File: src/rtl/uart_transmitter.sv
`default_nettype none
// +----------------------------------------------------------------------------+
// | Module      : uart_transmitter                                             |
// | Description : Byte-wide UART transmitter with a one-entry holding register |
// |               in front of the shifter, so back-to-back frames leave with   |
// |               no idle gap. Frames are 8N1/8N2 by default.                  |
// |               Define UART_TX_PARITY_EN to add an even-parity bit (8E1/8E2).|
// | Revision    : 1.0 - initial release                                        |
// +----------------------------------------------------------------------------+
module uart_transmitter #(
  parameter int CLKS_PER_BIT = 104,
  parameter int STOP_BITS    = 1
) (
  input  logic       clk,
  input  logic       reset,
  input  logic [7:0] tx_data,
  input  logic       tx_valid,
  output logic       tx_ready,
  output logic       uart_tx,
  output logic       busy
);

  localparam int               CNT_W     = $clog2(CLKS_PER_BIT);
  localparam logic [CNT_W-1:0] CNT_LAST  = CNT_W'(CLKS_PER_BIT - 1);
  localparam logic             STOP_LAST = 1'(STOP_BITS - 1);

`ifdef UART_TX_PARITY_EN
  typedef enum logic [2:0] {
    S_IDLE   = 3'd0,
    S_START  = 3'd1,
    S_DATA   = 3'd2,
    S_STOP   = 3'd3,
    S_PARITY = 3'd4
  } state_t;
`else
  typedef enum logic [1:0] {
    S_IDLE  = 2'd0,
    S_START = 2'd1,
    S_DATA  = 2'd2,
    S_STOP  = 2'd3
  } state_t;
`endif

  state_t           state;
  logic [CNT_W-1:0] cnt;
  logic [2:0]       bit_idx;
  logic             stop_idx;
  logic [7:0]       shifter;
  logic [7:0]       hold_data;
  logic             hold_full;
`ifdef UART_TX_PARITY_EN
  logic             parity;
`endif

  logic accept;
  logic bit_end;
  logic stop_end;
  logic load;

  assign accept   = tx_valid & tx_ready;
  assign bit_end  = (cnt == CNT_LAST);
  assign stop_end = bit_end & (stop_idx == STOP_LAST);
  // The shifter takes the held byte either from idle or on the last stop cycle,
  // which is what gives zero-gap back-to-back frames.
  assign load     = hold_full & ((state == S_IDLE) | ((state == S_STOP) & stop_end));
  assign busy     = (state != S_IDLE) | hold_full;

  // Holding register, baud counter and frame FSM; uart_tx is always a flop.
  always_ff @(posedge clk or posedge reset) begin
    if (reset) begin
      state     <= S_IDLE;
      cnt       <= '0;
      bit_idx   <= 3'd0;
      stop_idx  <= 1'b0;
      shifter   <= 8'h00;
      hold_data <= 8'h00;
      hold_full <= 1'b0;
      tx_ready  <= 1'b1;
      uart_tx   <= 1'b1;
`ifdef UART_TX_PARITY_EN
      parity    <= 1'b0;
`endif
    end else begin
      // A load needs hold_full=1, so tx_ready is already low and no accept
      // can coincide with it; ready comes back the following cycle.
      if (load) begin
        hold_full <= 1'b0;
        tx_ready  <= 1'b1;
      end else if (accept) begin
        hold_data <= tx_data;
        hold_full <= 1'b1;
        tx_ready  <= 1'b0;
      end

      if (load) begin
        shifter <= hold_data;
`ifdef UART_TX_PARITY_EN
        parity  <= ^hold_data;
`endif
      end

      cnt <= bit_end ? '0 : cnt + 1'b1;

      case (state)
        S_IDLE: begin
          cnt     <= '0;
          uart_tx <= 1'b1;
          if (hold_full) begin
            uart_tx <= 1'b0;
            state   <= S_START;
          end
        end

        S_START: begin
          if (bit_end) begin
            uart_tx <= shifter[0];
            shifter <= {1'b0, shifter[7:1]};
            bit_idx <= 3'd0;
            state   <= S_DATA;
          end
        end

        S_DATA: begin
          if (bit_end) begin
            if (bit_idx == 3'd7) begin
`ifdef UART_TX_PARITY_EN
              uart_tx  <= parity;
              state    <= S_PARITY;
`else
              uart_tx  <= 1'b1;
              stop_idx <= 1'b0;
              state    <= S_STOP;
`endif
            end else begin
              bit_idx <= bit_idx + 3'd1;
              uart_tx <= shifter[0];
              shifter <= {1'b0, shifter[7:1]};
            end
          end
        end

`ifdef UART_TX_PARITY_EN
        S_PARITY: begin
          if (bit_end) begin
            uart_tx  <= 1'b1;
            stop_idx <= 1'b0;
            state    <= S_STOP;
          end
        end
`endif

        S_STOP: begin
          if (stop_end) begin
            if (hold_full) begin
              uart_tx <= 1'b0;
              state   <= S_START;
            end else begin
              state   <= S_IDLE;
            end
          end else if (bit_end) begin
            stop_idx <= stop_idx + 1'b1;
          end
        end

        default: begin
          state   <= S_IDLE;
          uart_tx <= 1'b1;
        end
      endcase
    end
  end

endmodule
`default_nettype wire

File: config.mk
export PLATFORM = sky130hd
export DESIGN_NAME = uart_transmitter
export DESIGN_NICKNAME = d
export VERILOG_FILES = /design/src/rtl/uart_transmitter.sv
export SDC_FILE = /design/constraint.sdc
export NUM_CORES = 1
export LEC_CHECK = 0
export CORE_AREA = 3 3 53 74
export CTS_CLUSTER_SIZE = 25
export DETAILED_ROUTE_END_ITERATION = 16
export DIE_AREA = 0 0 56 77
export DONT_BUFFER_PORTS = 1
export HOLD_SLACK_MARGIN = 0.05
export PLACE_DENSITY = 0.67
export RECOVER_POWER = 25
export SYNTH_ARGS = -nofsm -noshare
export SYNTH_HDL_FRONTEND = slang
export SYNTH_SLANG_ARGS = --single-unit
File: constraint.sdc
create_clock -name clk -period 2 [get_ports clk]
set_clock_uncertainty 0.2 [all_clocks]
set_input_delay 0.2 -clock clk [delete_from_list [all_inputs] [get_ports clk]]
set_output_delay 0.2 -clock clk [all_outputs]
set_load 0.01 [all_outputs]
# Word-level counts from Yosys, hierarchy flattened
# Cells that the tools add are included.
# W data, S select, Z words.
[totals]
ff_bits = 32
output_inout_bits = 3
input_bits = 11
[classes]
bitwise_logic = 8
n_addsub = 3
n_eq_ne = 14
n_mux = 34
reduce_logical = 10
[ops]
columns = ["cell", "count"]
rows = [
  ["$mux W8", 4],
  ["$ne A2 B2 Y1 const B", 9],
  ["$pmux W8 S2", 1],
  ["$mux W1", 15],
  ["$mux W7", 2],
  ["$mux W2", 5],
  ["$reduce_and A5 Y1", 2],
  ["$mux W3", 3],
  ["$pmux W2 S4", 1],
  ["$reduce_and A4 Y1", 2],
  ["$reduce_bool A2 Y1", 4],
  ["$add A7 B1 Y7 const B", 1],
  ["$eq A7 B7 Y1 const B", 1],
  ["$pmux W3 S2", 1],
  ["$and A1 B1 Y1", 4],
  ["$eq A2 B2 Y1 const B", 2],
  ["$pmux W1 S4", 1],
  ["$add A3 B1 Y3 const B", 1],
  ["$eq A3 B3 Y1 const B", 1],
  ["$eq A2 B1 Y1 const B", 1],
  ["$logic_not A2 Y1", 1],
  ["$not A1 Y1", 2],
  ["$or A1 B1 Y1", 2],
  ["$pmux W1 S2", 1],
  ["2 further kinds", 2],
]

# Longest topological paths before layout
[depth]
ltp_word = 9
depth_mapped = 7

# Worst setup path before layout
# Ideal clock, no wire load.
[synth_path]
path_kind = "reg2reg"
startpoint = "reg state[1]"
endpoint = "reg hold_data[0]"
setup_time_ps = 127
arrival_ps = 1683
synth_period_minus_slack_ps = 2010
stages_incl_launch_ff = 7
setup_slack_ps = -10
path_buffers = 1
required_time_ps = 1673
path_cell_list = "dfrtp_1 -> ha_1 -> nand4bb_1 -> buf_2 -> o21bai_1 -> a21oi_2 -> mux2_1"
[synth_between]
elab_chain_len = 6
elab_cells_between_ends = 7
classes_between = "eq/ne: 1; bitwise: 4; reduce/logical: 2"
[synth_lines]
columns = ["item", "line_no", "rtl"]
rows = [
  ["start, declared", "44", "state_t state;"],
  ["start signal, assigned", "71", "state <= S_IDLE;"],
  ["start signal, assigned", "110", "state <= S_START;"],
  ["start signal, assigned", "119", "state <= S_DATA;"],
  ["$eq A2 B2 Y1", "65", "assign load = hold_full & ((state == S_IDLE) | ((state == S_STOP) & stop_end));"],
  ["$and A1 B1 Y1", "65", ""],
  ["$or A1 B1 Y1 *", "65", ""],
  ["$and A1 B1 Y1 *", "65", ""],
  ["$not A1 Y1 (no source line) *", "--", ""],
  ["$reduce_and A2 Y1 (no source line) *", "--", ""],
  ["end signal, assigned", "90", "hold_data <= tx_data;"],
  ["end, declared", "49", "logic [7:0] hold_data;"],
]
# Every way passes the cells marked *; elsewhere a longest branch is shown, timed or not.
# A chain may end at the register's enable or synchronous reset.

# Worst setup path after layout
[layout_path]
startpoint = "reg state[0]"
endpoint = "reg hold_data[3]"
# The elaborated chain is that of the path after synthesis.

==> metrics.cfg <==
[clocking]
cts.clk_slew.worst_paths_ps=70
insertion_delay_ps=290
cts-root-buf=clkbuf_8
cts_buffer_depth=2
cts_made_buffers=5
clock-sinks=32
htreeDepth=2
cts_tree=built

[yosys]
ys_seq_elements=32
seq_area_frac_synth_pct=44.4
ys.flop_type=dfrtp_1
synth_nets=193
synth_edf_count=0
synth_mux_area_share_pct=7.54
yosys.area_share.simple_pct=16.1
async_reset_ff_share_pct=100
synthAdderAreaFrac_pct=5.53
synth_cell_types=45
synth_xor_area_share_pct=1.94
synth_top_family_by_area=compound AO/OA/AOI/OAI gates
syn_area_um2=1810
synth_compound_area_share_pct=20.6
yosysWarnings=0
synth.avg_cell_area_um2=10.4
syn_inst=174

[pwr]
p_total_mw=1.24
vdd_ir_drop_max_mv=0.671
net-switching-power_mw=0.296
internal_power_mw=0.944
combPwrFrac_pct=5.6
sw_frac_of_total_pct=23.9
power_frac_seq_pct=54.9
p_per_area_nw_per_um2=547
leakagePower_nw=0.972
pwr-share-clk_pct=39.5

[cells_and_area]
n_antenna_cell=0
finalNonFillerCells=246
nets=224
nFillCells=260
drive_gt1_share_pct=25.7
area_delta_synth_final_pct=25.2

[critical_path]
r2r_start=state[0]$_DFFE_PP0P_
r2r-end=hold_data[3]$_DFFE_PP0P_
slowest_stage=dfrtp_1
rrSetupSlack_ps=40
worstSetupPathType=reg -> reg
crit_path_max_incr_delay_ps=400
cp_max_fo=8
reg2regPathDepth=5
crit_required_ps=1970
end_kind=register
crit_chain=inv_1 > ha_1 > o21bai_2 > a21oi_4 > mux2_1
crit_arrival_ps=1930
cp-start-kind=register

[placement]
post-place-cells=224
place_congestion=0.893
dpl.hpwl_mm=2.91
portBuffers=0

[min_path]
hold_depth=1
hold-path-endpoint=hold_data[1]$_DFFE_PP0P_
hold_path_startpoint=hold_data[1]$_DFFE_PP0P_
hp-class=reg -> reg

[routing]
drtPass1Iterations=4
drtIter0Drc=52
wl_per_cell_um=17.7
final_antenna_net_count=0
avgViaCountPerCell=5.98
drt-total-wl_mm=4.37
num_vias=1472
drc_errors=0

[timing]
rsz0062_at_grt=true
tns_ps=0
timing.slew.headroom_pct=46.9
setup_viol=0
finalMaxSlewViolations=0
tightest_slew_ps=797
max_freq_mhz=510
hold-worst-slack_ps=290
hold_violations=0
period_share_pct=98.0
period_minus_slack_ps=1960

[grt]
grt_pass1_vias=1514
grt_max_degree=33
grt.total_usage_pct=22.2
grt_overflow=0
antenna_found_initial=0
grt_pass1_wl_mm=7.44

[floorplan]
core_um2=3380
io_pins=14
die_width_um=56
core.rowCount=25
die_height_um=77
dieArea_um2=4310
start_util_pct=53.6

[outcome]
status=finished clean

[run]
max_cap_viol_count=0

-- cell type report --
class	count	area [um^2]	area share (%)
clock inverter	2	12.5	0.552
inverter	6	22.5	0.994
timing repair buffer	33	282	12.4
clock buffer	6	72.6	3.20
tap	40	50.0	2.21
sequential	32	803	35.5
multi-input combinational	127	1020	45.1
-- power groups by stage --
stage               sequential (mW)  clock [mW]  combinational, mW
floorplan                     0.687           0             0.0375
global placement              0.691           0             0.0507
detailed placement            0.692           0             0.0524
CTS                           0.680       0.503             0.0679
global route                  0.683       0.534             0.0783
finish                        0.681       0.490             0.0693
-- worst max path at each step --
stage	slack, ps	from	end	cells after the start
5_1_grt	-30	state[0]$_DFFE_PP0P_	hold_data[3]$_DFFE_PP0P_	5
2_1_floorplan	20	cnt[0]$_DFF_PP0_	hold_data[0]$_DFFE_PP0P_	5
3_5_place_dp	-100	state[1]$_DFFE_PP0P_	shifter[7]$_DFF_PP0_	6
6_report	40	state[0]$_DFFE_PP0P_	hold_data[3]$_DFFE_PP0P_	5
4_1_cts	0.8	state[1]$_DFFE_PP0P_	shifter[1]$_DFF_PP0_	7
3_3_place_gp	-50	state[1]$_DFFE_PP0P_	shifter[7]$_DFF_PP0_	6
-- flip-flops by register name, indices dropped and copies added, names as in the netlist --
name / count
state: 2
bit_idx: 3
uart_tx: 1
stop_idx: 1
tx_ready: 1
hold_data: 8
shifter: 8
hold_full: 1
cnt: 7
-- worst max-delay path: cells and delay by family (launching register included) --
family                   cells  cell delay [ps]
AO/OA/AOI/OAI                2              550
flip-flops                   1              400
buffers and inverters        1               90
multiplexers                 1              360
adder cells (fa/ha/maj)      1              230
-- per-layer routing --
| metal | global-route usage, % | wire length, um |
|---|---|---|
| met4 | 11.4 | 114 |
| met5 | 0 | 0 |
| met2 | 38.9 | 2440 |
| met3 | 4.88 | 128 |
| met1 | 24.6 | 1680 |
-- timing repair --
| action | CTS | global route |
|---|---|---|
| pin swaps | 1 | 4 |
| cloned | 0 | 0 |
| hold endpoints to repair | 42 | 0 |
| setup endpoints to repair | 16 | 21 |
| hold buffers | 10 | 0 |
| resized for setup | 4 | 15 |
| setup buffers | 1 | 3 |
-- cell usage after synthesis (2+ instances only) --
master     n  share of area (%)
a21oi_1    4                1.1
a22o_1    12                5.8
buf_2      2               0.55
clkbuf_1   5                1.0
dfrtp_1   30                 41
dfstp_2    2                2.9
ha_1       8                5.5
inv_1      6                1.2
mux2_1     9                5.6
mux2i_1    2                1.1
nand2_1   20                4.1
nand3_1    3               0.83
nand3_2    2                1.1
nor2_1     5                1.0
nor2b_1   11                3.8
nor3_1     4                1.1
nor3_2     2                1.1
o211ai_1   7                2.9
o21ai_0   11                3.0
o21ai_1    2               0.55
xnor2_1    2               0.97
xor2_1     2               0.97
-- kinds of logic after synthesis --
kind of cell | after synthesis
fa+ha+maj | 8
mux | 12
compound gates | 49
flops | 32
buf+inv | 15
xor+xnor | 4
simple gates | 54
-- per-stage QoR --
step	setup slack (ps)	instance area, um^2	util [%]
floorplan	17.0	1810	-
global placement	-52.2	1960	57.9
detailed placement	-98.5	1960	57.9
CTS	0.846	2170	64.3
global route	-27.5	2260	67.0
finish	40.2	2260	67.0
-- cell usage in the layout (no fill, tap or decap), drive strengths merged --
master / netlist / routed
a211o: 1 / 1
a21boi: 1 / 1
a21oi: 5 / 5
a22o: 12 / 12
a2bb2oi: 1 / 1
buf: 4 / 22
clkbuf: 5 / 7
clkinv: 0 / 1
clkinvlp: 0 / 1
dfrtp: 30 / 30
dfstp: 2 / 2
dlygate4sd3: 0 / 10
ha: 8 / 8
inv: 6 / 6
mux2: 10 / 10
mux2i: 2 / 2
nand2: 20 / 20
nand2b: 1 / 1
nand3: 5 / 5
nand4: 1 / 1
nand4b: 1 / 1
nand4bb: 1 / 1
nor2: 6 / 6
nor2b: 11 / 11
nor3: 6 / 6
nor4: 1 / 1
o2111ai: 1 / 1
o211ai: 7 / 7
o21ai: 13 / 13
o21ba: 1 / 1
o21bai: 1 / 1
o22ai: 2 / 2
o31a: 1 / 1
o31ai: 2 / 2
o41ai: 1 / 1
or3b: 1 / 1
xnor2: 2 / 2
xor2: 2 / 2
No activity file was read; power rests on OpenSTA's default activity.
